File: src/rtl/arctan_scheduler.sv
// Round-robin front end sharing one iterative CORDIC arctan core among N_CH requesters.
// Results come back tagged with the requesting channel; a watchdog retires jobs the core never answers.
module arctan_scheduler #(
  parameter int unsigned N_CH       = 4,
  parameter int unsigned DIN_WIDTH  = 16,
  parameter int unsigned DOUT_WIDTH = 16,
  parameter int unsigned TIMEOUT    = 64
) (
  input  logic                          clk,
  input  logic                          rst,
  input  logic [N_CH-1:0]               in_valid,
  output logic [N_CH-1:0]               in_ready,
  input  logic [N_CH*DIN_WIDTH-1:0]     in_y,
  input  logic [N_CH*DIN_WIDTH-1:0]     in_x,
  output logic [DIN_WIDTH-1:0]          core_y,
  output logic [DIN_WIDTH-1:0]          core_x,
  output logic                          core_din_valid,
  input  logic                          core_sys_ready,
  input  logic [DOUT_WIDTH-1:0]         core_dout,
  input  logic                          core_dout_valid,
  output logic [DOUT_WIDTH-1:0]         dout,
  output logic [$clog2(N_CH)-1:0]       dout_id,
  output logic                          dout_err,
  output logic                          dout_valid
);

  localparam int unsigned ID_W  = $clog2(N_CH);
  localparam int unsigned CNT_W = $clog2(TIMEOUT + 1);

  typedef enum logic [1:0] {IDLE, ISSUE, WAIT, FLUSH} state_t;

  state_t               state, state_nx;
  logic [ID_W-1:0]      rr_ptr, id_reg, gnt_idx;
  logic                 gnt_found, xfer, timeout_hit;
  logic [CNT_W-1:0]     wait_cnt;
  logic [DIN_WIDTH-1:0] sel_y, sel_x;

  // Search for the first valid channel starting just after the last one served
  always_comb begin
    int j;
    j         = 0;
    gnt_idx   = '0;
    gnt_found = 1'b0;
    for (int k = 1; k <= int'(N_CH); k++) begin
      j = (int'(rr_ptr) + k) % int'(N_CH);
      if (!gnt_found && in_valid[ID_W'(j)]) begin
        gnt_idx   = ID_W'(j);
        gnt_found = 1'b1;
      end
    end
  end

  always_comb begin
    in_ready = '0;
    if (state == IDLE && core_sys_ready && gnt_found) in_ready[gnt_idx] = 1'b1;
  end

  assign xfer        = |(in_valid & in_ready);
  assign timeout_hit = (wait_cnt == CNT_W'(TIMEOUT - 1));

  always_comb begin
    sel_y = '0;
    sel_x = '0;
    for (int i = 0; i < int'(N_CH); i++) begin
      if (gnt_idx == ID_W'(i)) begin
        sel_y = in_y[i*DIN_WIDTH +: DIN_WIDTH];
        sel_x = in_x[i*DIN_WIDTH +: DIN_WIDTH];
      end
    end
  end

  always_ff @(posedge clk) begin
    if (rst) state <= IDLE;
    else     state <= state_nx;
  end

  // A result arriving on the timeout cycle takes precedence over the error
  always_comb begin
    state_nx = state;
    case (state)
      IDLE:  if (xfer) state_nx = ISSUE;
      ISSUE: state_nx = WAIT;
      WAIT: begin
        if (core_dout_valid)  state_nx = IDLE;
        else if (timeout_hit) state_nx = FLUSH;
      end
      FLUSH: if (core_sys_ready) state_nx = IDLE;
      default: state_nx = IDLE;
    endcase
  end

  always_ff @(posedge clk) begin
    if (rst) begin
      rr_ptr         <= ID_W'(N_CH - 1);
      id_reg         <= '0;
      core_y         <= '0;
      core_x         <= '0;
      core_din_valid <= 1'b0;
      wait_cnt       <= '0;
      dout           <= '0;
      dout_id        <= '0;
      dout_err       <= 1'b0;
      dout_valid     <= 1'b0;
    end else begin
      core_din_valid <= 1'b0;
      dout_valid     <= 1'b0;
      case (state)
        IDLE: begin
          if (xfer) begin
            core_y         <= sel_y;
            core_x         <= sel_x;
            id_reg         <= gnt_idx;
            rr_ptr         <= gnt_idx;
            core_din_valid <= 1'b1;
          end
        end
        ISSUE: wait_cnt <= '0;
        WAIT: begin
          wait_cnt <= wait_cnt + 1'b1;
          if (core_dout_valid) begin
            dout       <= core_dout;
            dout_id    <= id_reg;
            dout_err   <= 1'b0;
            dout_valid <= 1'b1;
          end else if (timeout_hit) begin
            dout       <= '0;
            dout_id    <= id_reg;
            dout_err   <= 1'b1;
            dout_valid <= 1'b1;
          end
        end
        default: ;
      endcase
    end
  end

endmodule

File: config.mk
export PLATFORM = sky130hd
export DESIGN_NAME = arctan_scheduler
export DESIGN_NICKNAME = d
export VERILOG_FILES = /design/src/rtl/arctan_scheduler.sv
export SDC_FILE = /design/constraint.sdc
export NUM_CORES = 1
export LEC_CHECK = 0
export ABC_CLOCK_PERIOD_IN_PS = 2850
export BUFFER_PORTS_ARGS = -buffer_cell sky130_fd_sc_hd__buf_2
export CAP_MARGIN = 20
export CORE_MARGIN = 2
export CORE_UTILIZATION = 45
export CTS_BUF_LIST = sky130_fd_sc_hd__clkbuf_4 sky130_fd_sc_hd__clkbuf_8
export DETAILED_ROUTE_END_ITERATION = 7
export PLACE_DENSITY = 0.88
export SLEW_MARGIN = 20
export SYNTH_ARGS = -nofsm -noshare
export SYNTH_HDL_FRONTEND = slang
export SYNTH_SLANG_ARGS = --single-unit
export TNS_END_PERCENT = 100
File: constraint.sdc
create_clock -name clk -period 2.85 [get_ports clk]
set_input_delay 0.1425 -clock clk [delete_from_list [all_inputs] [get_ports clk]]
set_output_delay 0.1425 -clock clk [all_outputs]
set_load 0.02 [all_outputs]
=== After elaboration in Yosys (flattened, before gate mapping) ===
Cells that the tools add are included.

* Bitwise operators: 3
* Reductions and logical operators: 19
* $add $sub $neg: 5
* Muxes and demuxes: 46
* Equality and inequality tests: 10
* $lt $le $gt $ge: 6

{| class="wikitable"
|+ Operator list
! operator !! count
|-
| 16-bit two-way mux || 10
|-
| 2-bit two-way mux || 10
|-
| 1-bit two-way mux || 18
|-
| 2-bit by 4-bit < comparator with 1-bit output, second input constant || 4
|-
| 7-bit one-hot mux with 2 select lines || 1
|-
| 1-bit binary-select mux with 2-bit select || 4
|-
| 2-bit equality test, second input constant || 4
|-
| 2-bit one-hot mux with 4 select lines || 1
|-
| 7-bit by 1-bit adder with 7-bit output, second input constant || 1
|-
| 7-bit by 6-bit equality test with 1-bit output, second input constant || 1
|-
| 1-bit logical AND || 6
|-
| 2-bit by 1-bit adder with 2-bit output, second input constant || 2
|-
| 2-bit adder, second input constant || 2
|-
| 4-bit bitwise AND || 1
|-
| 2-bit by 1-bit equality test with 1-bit output, second input constant || 2
|-
| 2-bit zero test || 2
|-
| 4-bit two-way mux || 1
|-
| 2-bit != test, second input constant || 2
|-
| 2-bit AND reduction || 2
|-
| 2-bit nonzero test || 2
|-
| 2-bit OR reduction || 2
|-
| 4-bit OR reduction || 1
|-
| 1-bit zero test || 3
|-
| 2-bit by 3-bit < comparator with 1-bit output, second input constant || 1
|-
| other kinds (5) || 6
|}

* Input port bits: 152
* Bits in registers: 66
* Output and inout bits: 57

=== Logic depth before layout (Yosys ltp) ===
* Depth in word-level cells: 23
* Mapped depth: 10
* Gate-level depth less buffers: 7

=== Least setup slack after synthesis ===
OpenSTA, ideal clock, no wires.

* Path type: reg2reg
* Start point: register state[0]
* End point: register core_x[15]
* Setup time: 83 ps
* Path slack: 936 ps
* Data arrival time: 1,831 ps
* Stages on the path, launching flop included: 10
* Path buffers: 3
* Clock period less this slack: 1,914 ps
* Data required time: 2,767 ps
* Cell sequence: dfxtp_1 > inv_1 > ha_1 > nand2_1 > or2_1 > buf_2 > or4_4 > buf_6 > buf_6 > o221ai_1

* Cells in the longest elaborated chain, start to end: 7

{| class="wikitable"
|+ Ends and longest elaborated chain
! what !! line !! source
|-
| start, declared || 32 || <nowiki>state_t state, state_nx;</nowiki>
|-
| start signal, assigned || 74 || <nowiki>else state <= state_nx;</nowiki>
|-
| 2-bit zero test * || 55, 107 ||
|-
| 1-bit logical AND (2 in series) || 55 || <nowiki>if (state == IDLE && core_sys_ready && gnt_found) in_ready[gnt_idx] = 1'b1;</nowiki>
|-
| 4-bit two-way mux || 55 ||
|-
| 4-bit bitwise AND || 58 || <nowiki>assign xfer = |(in_valid & in_ready);</nowiki>
|-
| 4-bit OR reduction || 58 ||
|-
| 2-bit AND reduction (no line) * || n/a ||
|-
| end signal, assigned || 111 || <nowiki>core_x <= sel_x;</nowiki>
|-
| end, declared || 16 || <nowiki>output logic [DIN_WIDTH-1:0] core_x,</nowiki>
|}

Every way passes the cells marked *; elsewhere a longest branch is shown, timed or not.
A chain may end at the register's enable or synchronous reset.

=== Final worst setup path ===
* Start point: register rr_ptr[0]
* End point: output port in_ready[2]

* Cells in the longest elaborated chain, start to end: 19
* Elaborated cells between the ends (all ways): 37

{| class="wikitable"
|+ Ends and longest elaborated chain
! what !! line !! source
|-
| start, declared || 33 || <nowiki>logic [ID_W-1:0] rr_ptr, id_reg, gnt_idx;</nowiki>
|-
| start signal, assigned || 94 || <nowiki>rr_ptr <= ID_W'(N_CH - 1);</nowiki>
|-
| start signal, assigned || 113 || <nowiki>rr_ptr <= gnt_idx;</nowiki>
|-
| 2-bit by 1-bit adder with 2-bit output || 45 || <nowiki>j = (int'(rr_ptr) + k) % int'(N_CH);</nowiki>
|-
| 1-bit binary-select mux with 2-bit select || 46 || <nowiki>if (!gnt_found && in_valid[ID_W'(j)]) begin</nowiki>
|-
| 1-bit two-way mux (not written as such) (2 in series) || 46 ||
|-
| 1-bit two-way mux || 46 ||
|-
| 1-bit zero test || 46 ||
|-
| 1-bit logical AND || 46 ||
|-
| 1-bit two-way mux || 46 ||
|-
| 1-bit zero test || 46 ||
|-
| [... 2 more ...] || n/a ||
|-
| 1-bit zero test || 46 ||
|-
| 1-bit logical AND || 46 ||
|-
| 2-bit two-way mux || 46 ||
|-
| 2-bit by 3-bit < comparator with 1-bit output (not written as such) / 2-bit by 1-bit greater-or-equal comparator with 1-bit output (equally long branches) || 55 ||
|-
| 1-bit logical AND (not written as such) || 55 ||
|-
| 1-bit two-way mux (not written as such) || 55 ||
|-
| 1-bit demux with 2-bit select || 55 ||
|-
| 4-bit two-way mux * || 55 ||
|-
| end, declared || 12 || <nowiki>output logic [N_CH-1:0] in_ready,</nowiki>
|}

Every way passes the cells marked *; elsewhere a longest branch is shown, timed or not. The select of a mux whose other input is x is not followed.

==> summary.txt <==
Clock network
  – Clk Latency, worst-skew pair: approximately 0.33 ns
  – Total clock sinks: 66
  – Post_cts resized: 0
  – H-tree depth: 3
  – CTS Hold Bufs: 0
  – TritonCTS clock tree: yes
  – Postcts setup bufs: 0
  – Clk root buf: clkbuf_8
  – TritonCTS Buffers: 9
  – Clk slew on worst S/H paths: 0.08 ns
  – Max Root-Sink Buffers: 2

Synth
  – Post-synth EDFFs: 0
  – Post-synth top cells: dfxtp_1 (66), mux2i_1 (64), nand2_1 (36), nor2_1 (36), o221ai_1 (30)
  – YS warnings: 0
  – Register area share after synthesis: 0.408
  – Ys flop type: dfxtp_1
  – Fraction of registers with async set/reset: 0
  – Post-synthesis mux area share: 0.198
  – Synth cell types: 38
  – Top cell type's share of synthesized area: 0.408
  – Most common cell in the netlist: dfxtp_1
  – Simple-gate share of the synthesized area: 0.139
  – Cells after synthesis: 344
  – Syn Nets: 501
  – Synthesized area: between 3000 and 4000 um^2
  – Compound-Gate Fraction of Synth Area: 0.177
  – Post-synthesis xor/xnor area fraction: 0.0135
  – Leading area contributor after synthesis: dfxtp_1
  – Post-Syn Area per Cell: 9.41 um^2
  – #FFs+latches synth: 66
  – Main combinational cell family by area after synthesis: multiplexers
  – Area share of fa/ha/maj cells after synthesis: 0.0193
  – Most area-consuming cells after synthesis: dfxtp_1 (41%), mux2i_1 (20%), o221ai_1 (8.1%), nand2_1 (4.2%), nor2_1 (4.2%)

Pwr
  – Int Power: 2120 uW
  – Flop pwr share: 0.359
  – Total design power: 3230 uW
  – Net Sw Power: 1110 uW
  – Clock share of power: 0.298
  – Maximum VDD drop: 382 uV
  – Combinational Power Share: 0.344
  – Leak Pwr: ~0.0024 uW
  – Switching share of power: 0.343
  – Pwr dens: 706 nW/um^2

Placement
  – Pre-CTS setup slack: 0.746 ns
  – RePlAce Congestion: between 0.8 and 0.9
  – Placed cell area: 4330 um^2
  – Port bufs: between 200 and 250
  – Post-DP HPWL: 7.55 mm

Timing
  – Max-slew violation count: 0
  – Slew HR: 0.586
  – Clock skew: 0.0135 ns
  – Tcrit/Tclk final: 0.834
  – Post-layout min period: 2.38 ns
  – Worst Tran Pin Value: 0.621 ns
  – Highest clock rate: 0.421 GHz
  – Setup TNS: 0 ns
  – Worst setup margin: 0.473 ns
  – WHS: 0.0437 ns
  – Setup violators final: 0
  – Fin. Hold Viols: 0
  – RSZ-0062 raised after global routing: false

Finish
  – Fraction of layout cells with a size suffix above 1: 0.429
  – Number of diodes: 0
  – Top flop regs: core_x x16, core_y x16, dout x16
  – Nets: 700
  – P&R area growth vs syn: 41.4%
  – Design area: 4580 um^2

Global route
  – Initial antenna violation count: 0
  – Gr usage total: 0.236
  – GRT overflow: 0
  – Pin count of the biggest net entering global routing: 38
  – First-pass GRT wire length: 14.6 mm
  – Vias in the first global route: between 3000 and 4000

Worst setup path
  – Critical Path AT: 2.23 ns
  – Worst-path maximum fanout: 37
  – Crit path capture type: primary output
  – Worst path top cell family by delay: simple AND/OR/NAND/NOR gates
  – Critical-path cell list: nand2b_1 > a21oi_1 > or3_4 > or2_2 > nor2_1 > buf_2
  – Worst path max stage delay: 0.60 ns
  – Crit path kind: reg -> out
  – Worst path bufs/invs: 1
  – CP Launch Type: flip-flop
  – Req. time, crit path: 2.71 ns
  – CP max-delay cell: or3_4

Die
  – Die boundary height: a little under 90 um
  – Die width: 88.8 um
  – Row count: 30
  – Core Region: 6870 um^2
  – Starting density of the core: 0.471
  – Die footprint: roughly 7900 um^2
  – Top-Level Pins: 209

Run status
  – Outcome: finished clean

Drt
  – DR WL/cell: 15.2 um
  – WL final: 9.81 mm
  – Drt pass-1 iters: 4
  – DRC: 0
  – Post-DRT Antenna Nets: 0
  – Initial DRC Count: 104
  – Via-to-Cell Ratio: 5.32
  – Via count: 3427

Run
  – Max_cap viols: 0

Worst hold path
  – Hold Path Class: in -> reg
[layer usage]
| layer | GRT usage | part of all wire |
|---|---|---|
| met1 | 0.287 | 0.39 |
| met2 | 0.408 | 0.52 |
| met3 | 0.0616 | 0.070 |
| met4 | 0.0758 | 0.015 |
| met5 | 0 | 0 |
[placed cells by master (no fill, tap or decap), types with 5 or more instances in the layout]
cell type	netlist	final
a22oi_1	16	16
nor2_1	36	36
a21oi_1	7	7
inv_1	7	7
nand2_1	36	36
o22ai_1	5	5
dfxtp_1	66	66
clkbuf_8	0	9
o221ai_1	30	30
buf_2	10	208
mux2i_1	64	64
ha_1	5	5
[through the flow]
| step | utilization | instances |
|---|---|---|
| after floorplan | - | 344 |
| after global placement | 0.630 | 628 |
| after detailed placement | 0.630 | 628 |
| after CTS | 0.666 | 644 |
| after global routing | 0.666 | 644 |
| final | 0.666 | 644 |
[power groups by stage]
| stage | registers (uW) | clock network, uW | logic, uW |
|---|---|---|---|
| after global routing | 1170 | 1010 | 1200 |
| final | 1160 | 961 | 1110 |
| after CTS | 1160 | 974 | 1120 |
| after detailed placement | 1170 | 0 | 1110 |
| after global placement | 1170 | 0 | 1070 |
| after floorplan | 1300 | 0 | 617 |
[kinds of logic after synthesis]
| group | Yosys count |
|---|---|
| buffers and inverters | 31 |
| muxes | 64 |
| and+or+nand+nor | 98 |
| adders and majority gates | 5 |
| DFF | 66 |
| xor gates and xnor gates | 5 |
| AOI/OAI and AO/OA | 75 |
[worst paths after layout]
check | start | slack [ns] | end | depth (start not counted)
worst max-delay path | rr_ptr[0] | 0.47 | in_ready[2] | 6
worst min register to register | core_x[2] | 0.47 | core_x[2] | 2
worst max register to register | state[0] | 0.73 | core_y[15] | 7
worst min-delay path | core_dout[10] | 0.04 | dout[10] | 3
[final cells by class]
cell class	count	area [um^2]
Fill cell	584	2290
Multi-Input combinational cell	247	1780
Sequential cell	66	1320
Timing Repair Buffer	212	1080
Clock inverter	7	125
Clock buffer	9	124
Tap cell	96	120
Inverter	7	26.3
[worst reg2reg max path: stages (launching register included)]
cell	delay, ns
dfxtp_1	0.34
inv_1	0.12
ha_1	0.19
nand2_1	0.10
or2_1	0.32
or4_4	0.63
nor2b_1	0.21
o22ai_1	0.14
Power figures use the tool's default switching activity.
